`config.mk`:
```
export PLATFORM = sky130hd
export DESIGN_NAME = stage_sequencer
export DESIGN_NICKNAME = d
export VERILOG_FILES = /design/src/rtl/stage_sequencer.sv
export SDC_FILE = /design/constraint.sdc
export NUM_CORES = 1
export LEC_CHECK = 0
export CAP_MARGIN = 20
export CORE_UTILIZATION = 45
export CTS_CLUSTER_DIAMETER = 50
export DETAILED_ROUTE_END_ITERATION = 10
export PLACE_DENSITY = 0.73
export SYNTH_ARGS = -nofsm -noshare
export SYNTH_HDL_FRONTEND = slang
export SYNTH_SLANG_ARGS = --single-unit
```
`constraint.sdc`:
```
create_clock -name clk_i -period 1.5 [get_ports clk_i]
set_input_delay 0.225 -clock clk_i [delete_from_list [all_inputs] [get_ports clk_i]]
set_output_delay 0.225 -clock clk_i [all_outputs]
set_load 0.01 [all_outputs]
```
`src/rtl/stage_sequencer.sv`:
```
// ---------------------------------------------------------------------------
// stage_sequencer
//
// Multi-cycle control sequencer for the picoMips core. It owns the program
// address and the per-instruction stage count, and it produces the execute
// and writeback strobes that gate the accumulator and register-file writes.
// A WAIT instruction stalls the core until the Handshake switch has been
// pressed and then released.
//
// Ports:
//   clk_i            system clock; all state changes on the rising edge
//   rst_i            asynchronous active-high reset
//   handshake_i      raw switch level, asynchronous to clk_i
//   is_wait_i        decoded instruction needs a handshake (used in DECODE)
//   is_branch_i      decoded instruction is a branch (used in WB)
//   branch_taken_i   branch condition is true (used in WB)
//   branch_target_i  absolute branch destination (used in WB)
//   addr_o           program memory address
//   stage_o          0=FETCH 1=DECODE 2=EXEC 3=WB (stays 1 while waiting)
//   exec_strobe_o    one-cycle pulse during EXEC
//   write_strobe_o   one-cycle pulse during WB
//   waiting_o        high while stalled on the handshake
//   retired_o        count of completed instructions, wraps
// ---------------------------------------------------------------------------
module stage_sequencer #(
    parameter int ADDR_W = 5,
    parameter int CNT_W  = 8
) (
    input  logic              clk_i,
    input  logic              rst_i,
    input  logic              handshake_i,
    input  logic              is_wait_i,
    input  logic              is_branch_i,
    input  logic              branch_taken_i,
    input  logic [ADDR_W-1:0] branch_target_i,
    output logic [ADDR_W-1:0] addr_o,
    output logic [1:0]        stage_o,
    output logic              exec_strobe_o,
    output logic              write_strobe_o,
    output logic              waiting_o,
    output logic [CNT_W-1:0]  retired_o
);

    typedef enum logic [2:0] {
        ST_FETCH   = 3'd0,
        ST_DECODE  = 3'd1,
        ST_WAIT_HI = 3'd2,
        ST_WAIT_LO = 3'd3,
        ST_EXEC    = 3'd4,
        ST_WB      = 3'd5
    } state_t;

    state_t              state_q;
    state_t              state_d;
    logic [ADDR_W-1:0]   addr_q;
    logic [ADDR_W-1:0]   addr_d;
    logic [CNT_W-1:0]    retired_q;
    logic [CNT_W-1:0]    retired_d;
    logic [1:0]          stage_q;
    logic                exec_q;
    logic                write_q;
    logic                waiting_q;
    logic                hs_meta_q;
    logic                hs_q;

    // Externally visible stage number; both wait states report DECODE.
    function automatic logic [1:0] stage_of(input state_t s);
        logic [1:0] v;
        case (s)
            ST_FETCH:   v = 2'd0;
            ST_DECODE:  v = 2'd1;
            ST_WAIT_HI: v = 2'd1;
            ST_WAIT_LO: v = 2'd1;
            ST_EXEC:    v = 2'd2;
            ST_WB:      v = 2'd3;
            default:    v = 2'd0;
        endcase
        return v;
    endfunction

    // Two-flop synchroniser for the asynchronous handshake switch.
    always_ff @(posedge clk_i or posedge rst_i) begin
        if (rst_i) begin
            hs_meta_q <= 1'b0;
            hs_q      <= 1'b0;
        end else begin
            hs_meta_q <= handshake_i;
            hs_q      <= hs_meta_q;
        end
    end

    // Next-state, next-address and retire-count logic.
    always_comb begin
        state_d   = state_q;
        addr_d    = addr_q;
        retired_d = retired_q;
        case (state_q)
            ST_FETCH: begin
                state_d = ST_DECODE;
            end
            ST_DECODE: begin
                if (is_wait_i) begin
                    state_d = ST_WAIT_HI;
                end else begin
                    state_d = ST_EXEC;
                end
            end
            ST_WAIT_HI: begin
                if (hs_q) begin
                    state_d = ST_WAIT_LO;
                end else begin
                    state_d = ST_WAIT_HI;
                end
            end
            ST_WAIT_LO: begin
                // Requiring the release means one press frees exactly one WAIT.
                if (!hs_q) begin
                    state_d = ST_EXEC;
                end else begin
                    state_d = ST_WAIT_LO;
                end
            end
            ST_EXEC: begin
                state_d = ST_WB;
            end
            ST_WB: begin
                state_d   = ST_FETCH;
                retired_d = retired_q + CNT_W'(1);
                if (is_branch_i && branch_taken_i) begin
                    addr_d = branch_target_i;
                end else begin
                    addr_d = addr_q + ADDR_W'(1);
                end
            end
            default: begin
                state_d = ST_FETCH;
            end
        endcase
    end

    // State register; outputs are decoded from the next state so they
    // are registered yet line up with the state they describe.
    always_ff @(posedge clk_i or posedge rst_i) begin
        if (rst_i) begin
            state_q   <= ST_FETCH;
            addr_q    <= {ADDR_W{1'b0}};
            retired_q <= {CNT_W{1'b0}};
            stage_q   <= 2'd0;
            exec_q    <= 1'b0;
            write_q   <= 1'b0;
            waiting_q <= 1'b0;
        end else begin
            state_q   <= state_d;
            addr_q    <= addr_d;
            retired_q <= retired_d;
            stage_q   <= stage_of(state_d);
            exec_q    <= (state_d == ST_EXEC);
            write_q   <= (state_d == ST_WB);
            waiting_q <= (state_d == ST_WAIT_HI) || (state_d == ST_WAIT_LO);
        end
    end

    assign addr_o         = addr_q;
    assign retired_o      = retired_q;
    assign stage_o        = stage_q;
    assign exec_strobe_o  = exec_q;
    assign write_strobe_o = write_q;
    assign waiting_o      = waiting_q;

endmodule

```
* Word level (Yosys, flattened, before mapping)
Cells that the tools add are included.
** Cells by class
- Muxes and demuxes :: 6
- Add/subtract/negate cells :: 2
- Div/mod/pow operators :: 0
- Reductions and logical operators :: 4
- Bitwise logic cells :: 0
- Order comparisons :: 0
- Shift operators :: 0
- $mul :: 0
- Eq/ne operators :: 10
** Operators by type and width (count)
- $pmux 3 s5 :: 1
- $eq 3x2->1 const B :: 4
- $eq 3x3->1 const B :: 4
- $add 8x1->8 const B :: 1
- $eq 3x1->1 const B :: 2
- $mux 3 :: 2
- $pmux 2 s3 :: 1
- $add 5x1->5 const B :: 1
- $mux 5 :: 1
- $logic_not 3->1 :: 1
- $reduce_or 3->1 :: 1
- $logic_and 1x1->1 :: 1
- $logic_or 1x1->1 :: 1
- $mux 1 :: 1
** Storage, ports and cells
- Word-level logic and storage cells :: 31
- Bits in writable memories :: 0
- Memory bits (read-only) :: 0
- Latch bits :: 0
- Memories kept :: 0
- Register bits :: 23

* Longest topological paths before layout
Gate-level depths: netlist of run 1.
- Depth in word-level cells :: 5
- Gate-level depth with buffers :: 4

* Least setup slack after synthesis of run 1
Ideal clock, no wire load.
- Path type :: register to register
- Start point :: register state_q[1]
- End point :: register stage_q[1] (netlist: stage_o[1])
- Path buffers :: 0
- Data arrival time :: 1.063 ns
- Required time :: 1.373 ns
- Cell stages (with the launch flop) :: 4
- Clock period less this slack :: 1.190 ns
- Setup slack :: 0.310 ns
- Cells stage by stage :: dfrtp_1 nor2b_1 and4bb_2 or2_2
** On the way
- Cells in the longest elaborated chain, start to end :: 5
- Elaborated cells on any way between the ends :: 13
- Those cells by class :: 9 x eq/ne; 2 x mux; 2 x reduce/logical
** Ends and longest elaborated chain
- from (decl) :: line 53 : state_t state_q;
- from (signal assigned) :: line 153 : state_q <= state_d;
- $eq 3x3->1, or another cell as far along :: line 97 : case (state_q)
- $pmux 3 s5 * :: line 97
- $eq 3x2->1 or $eq 3x1->1 (tied branches) :: line 69 : case (s)
- $reduce_or 3->1 (no line)
- $pmux 2 s3 * :: line 69
- to (signal assigned) :: line 156 : stage_q <= stage_of(state_d);
- to (decl) :: line 59 : logic [1:0] stage_q;
Mark *: on every way between the ends. The rest lies on a longest branch, timed or not.
A chain may end at the register's enable or synchronous reset.

* Worst setup path in the final report of run 1
- Start point :: register retired_q[0] (netlist: retired_o[0])
- End point :: output retired_o[0]
** RTL lines
- from (decl) :: line 57 : logic [CNT_W-1:0] retired_q;
- from (signal assigned) :: line 147 : retired_q <= {CNT_W{1'b0}};
- from (signal assigned) :: line 155 : retired_q <= retired_d;
- to (decl) :: line 41 : output logic [CNT_W-1:0] retired_o
No word-level cell between the ends.

==> results of run 1 <==
==> stage by stage <==
step | cell area (µm²) | cells
2_1_floorplan | 998 | 86
3_3_place_gp | 1310 | 141
3_5_place_dp | 1310 | 141
4_1_cts | 1410 | 154
5_1_grt | 1430 | 157
6_report | 1430 | 157
==> worst reg2reg max path, cell delays in order (launching register included) <==
cell and delay (ns):
dfrtp_1 0.46, and3b_1 0.42, nand4_1 0.17, xnor2_1 0.16
==> timing repair <==
item                                    CTS  global route
buffers inserted                          9             3
endpoints found under the setup margin   10             3
cloned                                    0             0
resized for setup                         1             2
==> kinds of logic after synthesis <==
kind of cell	share of synthesized area
and+or+nand+nor	0.175
DFF	0.576
AOI/OAI and AO/OA	0.122
xor gates and xnor gates	0.0614
buffers and inverters	0.0200
muxes	0.0201
adders and majority gates	0.0251
==> power breakdown <==
group | switching, mW | internal (mW)
Sequential | 0.137 | 0.827
Combinational | 0.494 | 0.669
Clock | 0.181 | 0.0993
==> how the worst max path moves through the flow <==
stage | startpoint | slack (ns) | endpoint | cells after the start
2_1_floorplan | state_q[1]$_DFF_PP0_ | 0.31 | stage_o[1]$_DFF_PP0_ | 3
3_3_place_gp | is_wait_i | 0.02 | state_q[2]$_DFF_PP0_ | 4
3_5_place_dp | is_wait_i | -0.01 | stage_o[1]$_DFF_PP0_ | 4
4_1_cts | retired_o[6]$_DFFE_PP0N_ | 0.001 | retired_o[6] | 1
5_1_grt | addr_o[2]$_DFFE_PP0N_ | 0.006 | addr_o[2] | 1
6_report | retired_o[0]$_DFFE_PP0N_ | 0.06 | retired_o[0] | 1
==> placed cells by master (no fill, tap or decap), types with 4 or more instances in the layout <==
| cell | synthesis | layout |
|---|---|---|
| a21oi_1 | 4 | 4 |
| xnor2_1 | 4 | 4 |
| dfrtp_1 | 23 | 23 |
| buf_4 | 0 | 14 |
| o21ai_0 | 6 | 6 |
| clkdlybuf4s50_1 | 0 | 25 |
| nand2_1 | 9 | 9 |
==> sequential cells by signal, indices dropped and copies added (netlist names) <==
name and cells:
retired_o 8, addr_o 5, state_q 3, stage_o 2, exec_strobe_o 1, hs_meta_q 1
hs_q 1, waiting_o 1, write_strobe_o 1
==> layer usage <==
layer,wire length (µm),up-vias
met2,931,24
met3,92,2
met1,916,382
met5,0,-
met4,13,0
li1,-,397
==> layout make-up <==
type / instances / area [µm²]
Multi-Input combinational cell: 60 / 403
Inverter: 1 / 3.75
Tap cell: 27 / 33.8
Clock buffer: 3 / 22.5
Fill cell: 142 / 589
Clock inverter: 1 / 5.00
Sequential cell: 23 / 576
Timing Repair Buffer: 42 / 389
==> flow_summary.json, run 1 <==
{
  "grtUsageMet2": 0.306,
  "critPathTopFamily": "buffers and inverters",
  "r2r_start": "state_q[1]$_DFF_PP0_",
  "layout.nets": 144,
  "grt_pass1_vias": 799,
  "p_leak_nw": 0.709,
  "clkTransAtPathRegs_ns": 0.13,
  "path_max_fanout": 2,
  "min-delay-path-class": "in2async",
  "synthTopCellsByArea": "dfrtp_1 (58%), xnor2_1 (3.5%), nand2_1 (3.4%), o21ai_0 (3.0%), xor2_1 (2.6%)",
  "htreeDepth": 1,
  "finalSetupViolations": 0,
  "ctsHoldBuffers": 0,
  "drive_gt1_frac": 0.177,
  "root_buffer": "clkbuf_4",
  "synthTopCellsByCount": "dfrtp_1 (23), nand2_1 (9), o21ai_0 (6)",
  "grt_overflow": 0,
  "dr_total_vias": 805,
  "tightest_slew_ns": 0.304,
  "final_antenna_net_count": 0,
  "firstDrtPassIters": 4,
  "period_needed_ns": 1.44,
  "p_total_mw": 2.41,
  "remaining_drc_errors": 0,
  "fin_util": 0.709,
  "grt_pass1_wl_mm": 3.44,
  "wl_per_cell_um": 12.4,
  "antenna_found_initial": 0,
  "start_kind": "flip-flop",
  "r2r_cells": 3,
  "cap_viol_max_count": 0,
  "report.final.hold_viol_count": 0,
  "tns_ns": 0,
  "cts_made_buffers": 3,
  "cts_sinks": 23,
  "grtUsageTotal": 0.188,
  "start_util": 0.494,
  "r2r_end": "retired_o[6]$_DFFE_PP0N_",
  "cpPeakStageDelay_ns": 0.54,
  "die_area_mm2": 0.00241,
  "relSlewSlack": 0.797,
  "netlist_instances": 86,
  "portBuffers": 28,
  "finalWorstSetupSlack_ns": 0.0621,
  "async_flop_share": 1.00,
  "yosysWarnings": 0,
  "diodes": 0,
  "drt-initial-drc-count": 16,
  "synth_top_area_frac": 0.576,
  "gp_congestion": 0.770,
  "area_growth_pct": 43.5,
  "synth_nets": 99,
  "clock_latency_ns": 0.30,
  "crit_required_ns": 1.27,
  "wl_mm": 1.95,
  "dp_slack_ns": -0.0106,
  "critPathKind": "reg2out",
  "finalCritPeriodShare": 0.959,
  "cts_tree": "built",
  "busiest_layer": "met2",
  "clk_path_buf_depth": 2,
  "fp.coreArea_mm2": 0.00202,
  "cpMaxStageDelayCell": "clkdlybuf4s50_1",
  "synth.distinct_cells": 31,
  "r2r_slack_ns": 0.20,
  "crit_chain": "clkdlybuf4s50_1",
  "synth_flop_cell": "dfrtp_1",
  "dp_hpwl_mm": 1.23,
  "io-pin-count": 29,
  "die_w_um": 49.1,
  "slew_viol_final": 0,
  "synth_top_cell_by_area": "dfrtp_1",
  "die_h_um": 49.1,
  "vdd_drop_max_mv": 1.12,
  "hold-worst-slack_ns": 0.243,
  "rsz0062_at_grt": "no",
  "use_met3": 0.0343,
  "worst_clock_skew_ns": 0.00629,
  "synth.most_common_cell": "dfrtp_1",
  "synth_edf_count": 0,
  "end_kind": "output port",
  "syn_avg_cell_area_um2": 11.6,
  "grt_max_degree": 24,
  "worstPathArrival_ns": 1.21,
  "ys_seq_area_frac": 0.576,
  "fmax_mhz": 695,
  "num_rows": 16,
  "met1_usage": 0.246,
  "status": "finished, final reports clean",
  "power.density_mw_per_mm2": 1680,
  "viasPerCell": 5.13,
  "cp_num_buf_inv": 1,
  "synth_seq_cells": 23,
  "synth_area_um2": 998
}
Note: power is estimated with default switching activity, not from simulation.
==> run 2: changes to the inputs <==
Settings changed: CORE_UTILIZATION 45 to 59, DONT_BUFFER_PORTS set to 1, GPL_TIMING_DRIVEN set to 0, PLACE_DENSITY 0.73 to 0.72.
==> run 2 against run 1 <==
Net effect: die area is 23% lower; first-iteration DRC count decreased by 69%; sequential power grew 18%; via count is 18% lower; routed wire length is 17% lower; largest cell class unchanged; register-to-register slack gained 0.02 ns.
==> flow_summary.json, run 2 (same netlist as run 1, synthesis figures left out) <==
{
  "vdd_drop_max_mv": 1.04,
  "hold_start": "branch_target_i[0]",
  "cap_viol_max_count": 0,
  "io-pin-count": 29,
  "gp_congestion": 0.777,
  "htreeDepth": 1,
  "worst_clock_skew_ns": 0.00409,
  "rsz0062_at_grt": "no",
  "finalSetupViolations": 0,
  "num_rows": 14,
  "r2r_slack_ns": 0.22,
  "tightest_slew_ns": 0.836,
  "r2r_cells": 4,
  "finalCritPeriodShare": 0.855,
  "viasPerCell": 6.14,
  "grtUsageTotal": 0.196,
  "fmax_mhz": 780,
  "cts_made_buffers": 3,
  "critPathKind": "reg2reg",
  "clkTransAtPathRegs_ns": 0.13,
  "layout.nets": 106,
  "report.final.hold_viol_count": 0,
  "holdPathStages": 2,
  "fp.coreArea_mm2": 0.00154,
  "post_cts_buffers": 0,
  "final_antenna_net_count": 0,
  "grt_pass1_vias": 612,
  "clk_path_buf_depth": 2,
  "worstPathArrival_ns": 1.52,
  "root_buffer": "clkbuf_4",
  "layout_commonest_cell": "dfrtp_1",
  "drive_gt1_frac": 0.120,
  "hold_path_end": "addr_o[0]$_DFFE_PP0N_",
  "portBuffers": 0,
  "remaining_drc_errors": 0,
  "path_max_fanout": 6,
  "cts_sinks": 23,
  "power.density_mw_per_mm2": 1790,
  "start_kind": "flip-flop",
  "final_cell_mix": "dfrtp_1 (23), nand2_1 (9), o21ai_0 (6)",
  "r2r_end": "addr_o[4]$_DFFE_PP0N_",
  "grt_pass1_wl_mm": 2.59,
  "period_needed_ns": 1.28,
  "p_leak_nw": 0.520,
  "dp_hpwl_mm": 1.11,
  "antenna_found_initial": 0,
  "cts_tree": "built",
  "firstDrtPassIters": 4,
  "tns_ns": 0,
  "r2r_start": "addr_o[0]$_DFFE_PP0N_",
  "crit_required_ns": 1.74,
  "drt-initial-drc-count": 5,
  "wl_mm": 1.62,
  "die_w_um": 43.1,
  "die_h_um": 43.1,
  "wl_per_cell_um": 15.0,
  "area_growth_pct": 7.02,
  "start_util": 0.648,
  "finalWorstSetupSlack_ns": 0.218,
  "slew_viol_final": 0,
  "fin_util": 0.693,
  "dp_slack_ns": 0.231,
  "clock_latency_ns": 0.31,
  "largest_register_ffs": 8,
  "die_area_mm2": 0.00186,
  "diodes": 0,
  "relSlewSlack": 0.442,
  "min-delay-path-class": "in2reg",
  "grt_max_degree": 24,
  "status": "finished, final reports clean",
  "grt_overflow": 0,
  "end_kind": "flip-flop",
  "dr_total_vias": 663
}
## run 2: metal layers
metal / vias up / share of wire / global-route usage
met5: - / 0 / 0
met1: 312 / 0.48 / 0.258
met3: 4 / 0.065 / 0.0553
met4: 0 / 0.022 / 0.109
li1: 320 / - / -
met2: 27 / 0.44 / 0.290
## run 2: final cells by class
class,count,area (µm²)
fillers,116,473
plain buffers,2,16.3
well taps,16,20.0
multi-input cells,60,403
flip-flops and latches,23,576
inverters,1,3.75
clock buffers,3,22.5
repair buffers,2,20.0
clock inverters,1,7.51
## run 2: what timing repair did
action	CTS	global route
hold buffers	2	0
endpoints found under the setup margin	0	0
gates resized for setup	0	0
hold endpoints to repair	24	0
## run 2: worst max-delay path by stage
stage,from,to,depth (start not counted)
finish,addr_o[0]$_DFFE_PP0N_,addr_o[4]$_DFFE_PP0N_,4
global placement,state_q[1]$_DFF_PP0_,stage_o[1]$_DFF_PP0_,3
floorplan,state_q[1]$_DFF_PP0_,stage_o[1]$_DFF_PP0_,3
detailed placement,state_q[1]$_DFF_PP0_,state_q[2]$_DFF_PP0_,3
global route,addr_o[0]$_DFFE_PP0N_,addr_o[4]$_DFFE_PP0N_,4
CTS,addr_o[0]$_DFFE_PP0N_,addr_o[4]$_DFFE_PP0N_,4
## run 2: critical path, stage by stage, from the launching register on
cell	delay, ns
dfrtp_1	0.49
ha_1	0.24
nand3_1	0.12
a21oi_1	0.19
a2bb2oi_1	0.17
## run 2: per-stage QoR
stage	area (µm²)	hold slack (ns)	instances	power [mW]
detailed placement	1020	0.256	102	1.64
global route	1070	0.118	108	2.06
floorplan	998	0.227	86	1.51
finish	1070	0.128	108	1.91
global placement	1020	0.256	102	1.61
CTS	1070	0.119	108	1.92
## run 2: report_power, final
group / total (mW) / switching (mW) / internal, mW
sequential: 1.14 / 0.312 / 0.828
clock: 0.284 / 0.183 / 0.102
combinational: 0.488 / 0.236 / 0.252
total: 1.91 / 0.731 / 1.18
